==> config.mk <==
export PLATFORM = sky130hd
export DESIGN_NAME = posit_decode_pipe
export DESIGN_NICKNAME = d
export VERILOG_FILES = /design/src/rtl/posit_pkg.sv /design/src/rtl/posit_regime_lzd.sv /design/src/rtl/posit_decode_pipe.sv
export SDC_FILE = /design/constraint.sdc
export NUM_CORES = 1
export LEC_CHECK = 0
export CORE_ASPECT_RATIO = 1.75
export CORE_MARGIN = 3
export CORE_UTILIZATION = 53
export CTS_CLUSTER_DIAMETER = 60
export DETAILED_ROUTE_END_ITERATION = 8
export PLACE_DENSITY = 0.75
export SYNTH_ARGS = -nofsm -noshare
export SYNTH_HDL_FRONTEND = slang
export SYNTH_SLANG_ARGS = --single-unit
==> constraint.sdc <==
create_clock -name clk -period 17.1 [get_ports clk]
set_input_delay 3.42 -clock clk [delete_from_list [all_inputs] [get_ports clk]]
set_output_delay 3.42 -clock clk [all_outputs]
set_load 0.01 [all_outputs]
==> src/rtl/posit_pkg.sv <==
// rtl/posit_pkg.sv - shared posit constants and decoded-operand record
package posit_pkg;

  localparam int N  = 32;
  localparam int ES = 2;
  localparam int RS = $clog2(N);

  typedef struct packed {
    logic                 sign;
    logic                 zero;
    logic                 inf;
    logic signed [RS:0]   regime;
    logic [ES-1:0]        exp;
    logic signed [ES+RS:0] le;
    logic [N-1:0]         mant;
  } posit_dec_t;

endpackage

==> src/rtl/posit_regime_lzd.sv <==
// rtl/posit_regime_lzd.sv - length of the leading run of identical bits (the regime)
module posit_regime_lzd
  import posit_pkg::*;
(
  input  logic [N-2:0]  bits,
  output logic [RS-1:0] run,
  output logic          r0
);

  logic done;

  always_comb begin
    r0   = bits[N-2];
    run  = '0;
    done = 1'b0;
    for (int i = N - 2; i >= 0; i--) begin
      if (!done && bits[i] == r0) run = run + RS'(1);
      else done = 1'b1;
    end
  end

endmodule

==> src/rtl/posit_decode_pipe.sv <==
// rtl/posit_decode_pipe.sv - elastic two-stage posit unpacker feeding the add/sub core
module posit_decode_pipe
  import posit_pkg::*;
(
  input  logic                  clk,
  input  logic                  rst_n,
  input  logic                  in_valid,
  output logic                  in_ready,
  input  logic [N-1:0]          in_posit,
  output logic                  out_valid,
  input  logic                  out_ready,
  output logic                  out_sign,
  output logic                  out_zero,
  output logic                  out_inf,
  output logic signed [RS:0]    out_regime,
  output logic [ES-1:0]         out_exp,
  output logic signed [ES+RS:0] out_le,
  output logic [N-1:0]          out_mant
);

  logic         s1_valid, s1_ready, s2_valid, s2_ready;
  logic         s1_sign, s1_zero, s1_inf;
  logic [N-2:0] s1_abs;
  posit_dec_t   s2_q, s2_d;
  logic [RS-1:0] run;
  logic         r0;
  logic [RS:0]  run_x, k;
  logic [N-2:0] rem;

  assign s2_ready = !s2_valid || out_ready;
  assign s1_ready = !s1_valid || s2_ready;
  assign in_ready = s1_ready;

  // Only the low N-1 bits of |x| are needed; they depend only on the low bits of x.
  always_ff @(posedge clk or negedge rst_n) begin
    if (!rst_n) begin
      s1_valid <= 1'b0;
      s1_sign  <= 1'b0;
      s1_zero  <= 1'b0;
      s1_inf   <= 1'b0;
      s1_abs   <= '0;
    end else if (s1_ready) begin
      s1_valid <= in_valid;
      if (in_valid) begin
        s1_sign <= in_posit[N-1];
        s1_abs  <= in_posit[N-1] ? ((N-1)'(0) - in_posit[N-2:0]) : in_posit[N-2:0];
        s1_zero <= (in_posit == '0);
        s1_inf  <= (in_posit == {1'b1, {(N-1){1'b0}}});
      end
    end
  end

  posit_regime_lzd u_lzd (
    .bits (s1_abs),
    .run  (run),
    .r0   (r0)
  );

  // Dropping the regime and its terminator leaves exp then fraction left-aligned.
  always_comb begin
    run_x       = {1'b0, run};
    k           = r0 ? (run_x - (RS+1)'(1)) : ((RS+1)'(0) - run_x);
    rem         = s1_abs << (run_x + (RS+1)'(1));
    s2_d.sign   = s1_sign;
    s2_d.zero   = s1_zero;
    s2_d.inf    = s1_inf;
    s2_d.regime = k;
    s2_d.exp    = rem[N-2 -: ES];
    s2_d.le     = {k, rem[N-2 -: ES]};
    s2_d.mant   = {1'b1, rem[N-2-ES:0], {ES{1'b0}}};
    if (s1_zero || s1_inf) begin
      s2_d.regime = '0;
      s2_d.exp    = '0;
      s2_d.le     = '0;
      s2_d.mant   = '0;
    end
  end

  always_ff @(posedge clk or negedge rst_n) begin
    if (!rst_n) begin
      s2_valid <= 1'b0;
      s2_q     <= '0;
    end else if (s2_ready) begin
      s2_valid <= s1_valid;
      if (s1_valid) s2_q <= s2_d;
    end
  end

  assign out_valid  = s2_valid;
  assign out_sign   = s2_q.sign;
  assign out_zero   = s2_q.zero;
  assign out_inf    = s2_q.inf;
  assign out_regime = s2_q.regime;
  assign out_exp    = s2_q.exp;
  assign out_le     = s2_q.le;
  assign out_mant   = s2_q.mant;

endmodule
Yosys cells after proc, flatten, opt, wreduce, memory -nomap -nowiden
Index checks and enable logic that the tools add are counted.
Word-level totals
  logic and storage cells: 205
  bits in read-only memories: 0
  register bits: 87
  memories kept: 0
  output and inout bits: 53
  bits in latches: 0
  bits in writable memories: 0
  bits of input ports: 36
Cells by class
  multipliers: 0
  eq/ne operators: 31
  magnitude comparators: 0
  muxes and demuxes: 62
  add/sub/neg operators: 33
  shifts and indexed selects: 1
  reductions and logical operators: 65
  div/mod/pow operators: 0
  bitwise gates (word level): 0
Operators by type and width (number)
  5-bit by 1-bit adder with 5-bit output (second input constant): 29
  5-bit two-way mux: 29
  48-bit two-way mux: 1
  32-bit == test (second input constant): 1
  32-bit zero test: 1
  31-bit two-way mux: 1
  31-bit by 6-bit left shift with 31-bit output: 1
  1-bit by 31-bit subtractor with 31-bit output (first input constant): 1
  1-bit == test: 30
  1-bit zero test: 30
  1-bit logical AND: 29
  1-bit two-way mux: 29
  5-bit by 1-bit adder with 6-bit output (second input constant): 1
  6-bit two-way mux: 1
  1-bit by 5-bit subtractor with 6-bit output (first input constant): 1
  5-bit by 1-bit subtractor with 6-bit output (second input constant): 1
  2-bit AND reduction: 2
  1-bit logical OR: 3
  2-bit two-way mux: 1

Longest topological paths before layout
Gate-level depths: netlist (run 1).
  depth in word-level cells: 90
  mapped depth: 82
  depth with buffers taken out: 75

Cells and area by module
From an unflattened synthesis (run 1), not the netlist that was laid out.
Unflattened totals
  cells, all modules: 1200
  area, all modules: 9601.7 µm²
Modules (own cells, without submodules)
  posit_decode_pipe: sequential area each 1926.8 µm², times used 1, area an instance 5281.3 µm², cells each 536
  posit_regime_lzd: sequential area each 0.0 µm², times used 1, area an instance 4320.4 µm², cells each 664

Worst setup path before layout (run 1)
OpenSTA, ideal clock, no wires.
  path type: flip-flop to flip-flop
  start point: register s1_abs[30]
  end point: register s2_q, in the netlist out_mant[28]
  setup time: 0.077 ns
  buffers on the path: 11
  data arrival time: 15.574 ns
  clock period less this slack: 15.651 ns
  stages on the path, launching flop included: 77
  setup slack: 1.449 ns
  cells stage by stage: dfrtp_1 > buf_2 > buf_4 > clkbuf_1 > buf_2 > buf_1 > clkbuf_1 > buf_1 > clkbuf_1 > a31oi_1 > ha_1 > a21o_1 > ha_1 > o21a_1 > ha_1 > mux2_2 > ha_1 > o21ai_0 > (+41 left out) > a21oi_1 > a31o_2 > ha_1 > a221o_1 > nand2_1 > a21oi_1 > ha_1 > mux2i_1 > inv_1 > ha_1 > buf_1 > clkbuf_1 > mux2i_1 > nand2_1 > and3_1 > a211oi_1 > a21oi_1 > o21ai_1
Between the ends
  word-level cells in the longest chain between the ends: 90
Ends and longest elaborated chain
  start: declaration: line posit_decode_pipe.sv:23  | logic [N-2:0] s1_abs;
  start signal: assignment: line posit_decode_pipe.sv:46  | s1_abs <= in_posit[N-1] ? ((N-1)'(0) - in_posit[N-2:0]) : in_posit[N-2:0];
  parallel branches: the longest is 88 deep, another holds 5-bit by 1-bit adder with 5-bit output
  31-bit by 6-bit left shift with 31-bit output (*): line posit_decode_pipe.sv:63  | rem = s1_abs << (run_x + (RS+1)'(1));
  48-bit two-way mux (*): line posit_decode_pipe.sv:71  | if (s1_zero || s1_inf) begin
  end signal: assignment: line posit_decode_pipe.sv:82  | s2_q <= '0;
  end signal: assignment: line posit_decode_pipe.sv:85  | if (s1_valid) s2_q <= s2_d;
  end: declaration: line posit_decode_pipe.sv:24  | posit_dec_t s2_q, s2_d;
Mark *: on every way between the ends.
A chain may end at the register's enable or synchronous reset.

Final worst setup path (run 1)
Same ends and word-level chain as after synthesis.

==> out/summary.txt, run 1 <==
status: complete, no violations
total power: 1.333 mW
Final period util: 91.50%
CTS buffer count: 9
Final nets: 1247
Synth area leaders: dfrtp_1 (21%), mux2i_1 (9.8%), nand2_1 (6.3%)
biggest area consumer among synthesized cells: dfrtp_1
CTS tree: yes
Worst Tran Pin Value: 1183 ps
maximum clock frequency: 63.91 MHz
sequential cell area: 1928 µm²
port bufs: 86
max FFs per register: 31
Req. time, crit path: 17370 ps
DRC: 0
cts hold-fix bufs: 0
ys async rst share: 100.0%
max-slew violations: 0
Hold WC Path Type: reg2reg
Layout Cells excl Fill: 1411
Synth Warn #: 0
CP Capture Type: register
first-pass GRT wire length: 41.36 mm
maxcap violations: 0
Arr. time, crit path: 15920 ps
PwrDens: 130.0 nW/µm²
Setup-failing EPs final: 0
EDFF count, synth: 0
CTS Root Cell: clkbuf_16
placed cell area: 9966 µm²
Congestion Overflow GR: 0
RSZ-0062 raised after global routing: false
Most Frequent Cell on Critical Path: ha_1
cell count after synthesis: 1157
pin count of the biggest net entering global routing: 78
Worst-Skew Late Latency: 340 ps
Rows: 62
CP max-delay cell: ha_1
Area Overhead vs Synth: 12.54%
maximum VDD drop: 0.0001019 V
Layout Utilization: 61.49%
initial antenna violation count: 0
multi-input logic area: 6719 µm²
num ports: 89
Fin Setup TNS: 0 ps
Top FF cell, synth: dfrtp_1
vias in the first global route: 8380
# placed instances: 1395
Reg clk slew, reported paths: 60 ps
DRT antenna net count: 0
Worst slew margin: 20.90%
Crit Path Max Fanout: 25
initial core utilization: 54.64%
top-area cell type share of the netlist area: 21.15%
crit-path max cell delay: 1020 ps
Post-DP HPWL: 19.58 mm
post-synth cell types: 89
most frequent cell after synthesis: nand2_1
diode count: 0
LEAKAGE: 4.245 nW
Die Span Y: 179.5 µm
Core Area: 16680 µm²
largest register by flop count: s1_abs
crit path time final: 15650 ps
clk_skew: 8.176 ps
Hold Slack: 478.6 ps
Die Wd: 105.1 µm
post-route design area: 10250 µm²
Global Route Usage Sum: 26.28%
routability cong.: 0.9716
Die ar.: 18860 µm²
fill count: 1481
1st-iter DRT viols: 466
Worst Setup Start Kind: register
post-CTS setup buffers: 0
number of H-tree levels: 3
1st-pass router iterations: 5
Final Hold Viols: 0
post-DR vias/cell: 6.204
syn_area_per_cell: 7.876 µm²
WL/cell: 17.80 µm
clock sinks: 77
final WL: 25.12 mm
Setup WS post-layout: 1453 ps
Post-synth top cells: nand2_1 (153), mux2i_1 (89), o21ai_0 (78)
layout cells sized above 1: 7.245%
sequential element share of the synthesized area: 21.15%
CP Class: reg2reg
Seq cells post-synth: 77
Synth Cell Area: 9112 µm²
via count: 8754
buffer depth of the longest clock path: 2
pre-CTS WS: 1631 ps
Resize count post-CTS: 0
-- layer usage --
metal	wire, µm	GRT usage [%]
met1	9982	29.30
met3	802	2.261
met2	13140	48.88
met5	0	0
met4	1191	13.50
-- cell type report --
cell class	count	area share, %
Sequential cell	77	18.80
Multi-Input combinational cell	969	65.52
Clock buffer	9	2.196
Inverter	30	1.098
Timing Repair Buffer	95	9.029
Clock inverter	7	0.6223
Tap cell	224	2.733
-- worst max-delay path: cells and delay by family, from the launching register on --
| kind | cells | cell delay, ps |
|---|---|---|
| compound gates | 29 | 5450 |
| fa+ha+maj | 15 | 5130 |
| buf+inv | 6 | 820 |
| flops | 1 | 570 |
| mux | 4 | 1090 |
| simple gates | 14 | 2500 |
-- where the power goes --
group          internal [mW]  switching [mW]  total, mW
Clock                  0.102          0.0834      0.185
Sequential             0.233          0.0628      0.296
Combinational          0.383           0.468      0.852
Total                  0.719           0.615       1.33
-- worst paths after layout --
path	start	to	slack, ps	depth (start not counted)
min in group asynchronous	rst_n	out_sign	3220	1
max in group asynchronous	rst_n	s1_abs[30]	13220	1
setup / recovery	s1_abs[30]	out_mant[28]	1450	68
hold reg to reg	out_mant[31]	out_mant[31]	480	1
hold / removal	out_mant[31]	out_mant[31]	480	1
setup reg to reg	s1_abs[30]	out_mant[28]	1450	68
-- cells in the final DEF (no fill, tap or decap), drive strengths merged, types with 14 or more instances in the layout --
| master | count |
|---|---|
| mux2i | 89 |
| nor3 | 29 |
| xor2 | 57 |
| o22ai | 14 |
| nand2b | 15 |
| and2 | 19 |
| a21oi | 49 |
| inv | 35 |
| o21ai | 92 |
| a22o | 25 |
| clkdlybuf4s50 | 85 |
| and3 | 24 |
| nor2 | 74 |
| a211oi | 19 |
| nand2 | 153 |
| xnor2 | 49 |
| nand3 | 34 |
| ha | 29 |
| dfrtp | 77 |
-- cells by family after synthesis --
| kind of cell | Yosys count | synth area share (%) |
|---|---|---|
| other | 1 | 0.04115 |
| AND/OR/NAND/NOR | 420 | 22.45 |
| buffers and inverters | 112 | 5.355 |
| adder cells (fa/ha/maj) | 34 | 4.531 |
| flip-flops | 77 | 21.15 |
| multiplexers | 99 | 11.14 |
| AO/OA/AOI/OAI | 303 | 22.79 |
| XOR/XNOR | 111 | 12.55 |
No activity file was read; power rests on OpenSTA's default activity.
==> run 2: changes to the inputs <==
CORE_UTILIZATION = 31   (was 53)
PLACE_DENSITY = default   (was 0.75)
==> run 2 against run 1 <==
  * First-iteration DRC count down 22%
  * Die area increased by 67%
  * Core utilization shrank 25 points
  * Non-clock buffer count grew 1
  * Sequential share of layout area fell by 0.35 points
  * Wire length is 11% higher
  * Clock power is essentially flat
  * Total power up 1.6%
  * Register-to-register slack got worse by 140 ps
==> out/summary.txt, run 2 (synthesis results as in run 1) <==
Resize count post-CTS: 0 (unchanged)
NetSw: 0.6366 mW (+3.6%)
Int Power: 0.7177 mW (-0.13%)
Top Layer Used: met4
Clock power frac: 13.7% (-0.2 points)
CTS buffer count: 9 (unchanged)
Final period util: 92.33% (+0.82 points)
RSZ-0062 raised after global routing: false
initial core utilization: 31.61% (-23 points)
worst setup path start: s1_abs[30]
Core Area: 28830 µm² (+73%)
vias in the first global route: 8450 (+0.84%)
number of H-tree levels: 3 (unchanged)
max FFs per register: 31 (unchanged)
Fin Setup TNS: 0 ps (unchanged)
Global Route Usage Sum: 17.54% (-8.7 points)
Die Wd: 135.6 µm (+29%)
Rows: 82 (+32%)
Req. time, crit path: 17380 ps (about the same)
Gate power share: 64.1% (+0.2 points)
DR WL met3: 714 µm (-11%)
CP Capture Type: register
Reg clk slew, reported paths: 70 ps (about the same)
Final nets: 1248 (+0.080%)
PwrDens: 129.6 nW/µm² (-0.34%)
post-CTS setup buffers: 0 (unchanged)
clock sinks: 77 (unchanged)
Worst-Skew Late Latency: 360 ps (+20 ps)
most common cell after layout, fill and taps aside: nand2_1
Hold Slack: 483.8 ps (+5.221 ps)
DRT antenna net count: 0 (unchanged)
WL/cell: 17.80 µm (about the same)
maximum clock frequency: 63.34 MHz (-0.89%)
Most Frequent Cell on Critical Path: ha_1
Die ar.: 31570 µm² (+67%)
CTS tree: yes
initial antenna violation count: 0 (unchanged)
Final Hold Viols: 0 (unchanged)
startpoint of the worst hold path: s1_sign
Congestion Overflow GR: 0 (unchanged)
sequential share of power: 22.2% (about the same)
diode count: 0 (unchanged)
final WL: 27.87 mm (+11%)
post-DR vias/cell: 5.526 (-11%)
Die Span Y: 232.8 µm (+30%)
Setup-failing EPs final: 0 (unchanged)
largest register by flop count: s1_abs
1st-pass router iterations: 4 (-1)
buffer depth of the longest clock path: 2 (unchanged)
Layout Cells excl Fill: 1566 (+11%)
layout cells sized above 1: 7.323% (+0.078 points)
crit-path max cell delay: 660 ps (-360 ps)
Area Overhead vs Synth: 14.69%
first-pass GRT wire length: 44.56 mm (+7.7%)
Worst Tran Pin Value: 1186 ps (+3.535 ps)
flop2flop setup slack: 1310 ps (-140 ps)
CP Class: reg2reg
Post-DP HPWL: 21.84 mm (+12%)
maximum VDD drop: 0.00009439 V (-7.4%)
via count: 8653 (-1.2%)
cts hold-fix bufs: 0 (unchanged)
1st-iter DRT viols: 363 (-22%)
fill count: 2994 (+100%)
# placed instances: 1550 (+11%)
status: complete, no violations
Crit Path Max Fanout: 26 (+4.0%)
DRC: 0 (unchanged)
crit path time final: 15790 ps (+140.8 ps)
CP max-delay cell: xor2_2
Arr. time, crit path: 16070 ps (+150 ps)
most frequent cells in the layout: nand2_1 (152), mux2i_1 (89), clkdlybuf4s50_1 (85)
pin count of the biggest net entering global routing: 67 (-14%)
maxcap violations: 0 (unchanged)
routability cong.: 0.9262 (-4.7%)
met1 WL: 10.95 mm (+9.7%)
Worst Setup Start Kind: register
Worst slew margin: 20.71% (-0.19 points)
total power: 1.354 mW (+1.6%)
max-slew violations: 0 (unchanged)
CTS Root Cell: clkbuf_16
num ports: 89 (unchanged)
clk_skew: 8.962 ps (+0.7863 ps)
port bufs: 86 (unchanged)
LEAKAGE: 4.242 nW (about the same)
Layout Utilization: 36.25% (-25 points)
Critical R2R Launch: s1_abs[30]
Hold WC Path Type: reg2reg
Sw Ratio: 47.00% (+0.91 points)
routed wl met2: 14.89 mm (+13%)
-- run 2: critical path, delay by kind of cell (launching register included) --
family / cells / cell delay, ps
buf+inv: 5 / 760
fa+ha+maj: 14 / 4070
flops: 1 / 570
xor+xnor: 3 / 1370
simple gates: 15 / 2860
mux: 2 / 530
compound gates: 30 / 5560
-- run 2: through the flow --
stage,worst slack [ps],cell area (µm²)
final,1312,10450
after global routing,99.45,10450
after CTS,1473,10450
after detailed placement,1558,10170
after global placement,1837,10170
after floorplan,1449,9116
-- run 2: path summary, 6_finish.rpt --
| check | endpoint | cells past startpoint |
|---|---|---|
| min in group asynchronous | out_regime[0] | 1 |
| max in group asynchronous | s1_abs[30] | 2 |
| worst max-delay path | out_le[1] | 69 |
| worst max register to register | out_le[1] | 69 |
| worst min register to register | s1_sign | 2 |
| worst min-delay path | s1_sign | 2 |
-- run 2: power groups by stage --
stage / clock, mW / sequential, mW / combinational (mW)
final: 0.186 / 0.300 / 0.868
after floorplan: 0 / 0.284 / 0.599
after global routing: 0.195 / 0.308 / 0.948
after detailed placement: 0 / 0.302 / 0.859
after CTS: 0.191 / 0.300 / 0.865
after global placement: 0 / 0.302 / 0.857
-- run 2: layout make-up --
cell class / instances / area (µm²) / share of cell area, %
Tap cell: 378 / 473.0 / 4.525
Clock inverter: 6 / 46.29 / 0.4430
Multi-Input combinational cell: 969 / 6719 / 64.29
Clock buffer: 10 / 239.0 / 2.287
Sequential cell: 77 / 1928 / 18.45
Inverter: 30 / 112.6 / 1.077
Timing Repair Buffer: 96 / 933.4 / 8.931
-- run 2: metal layers --
metal  vias up  track usage (%)
li1       4238                -
met1      4175            19.10
met2       179            32.84
met3        61            1.882
met4         0            9.111
met5         -                0
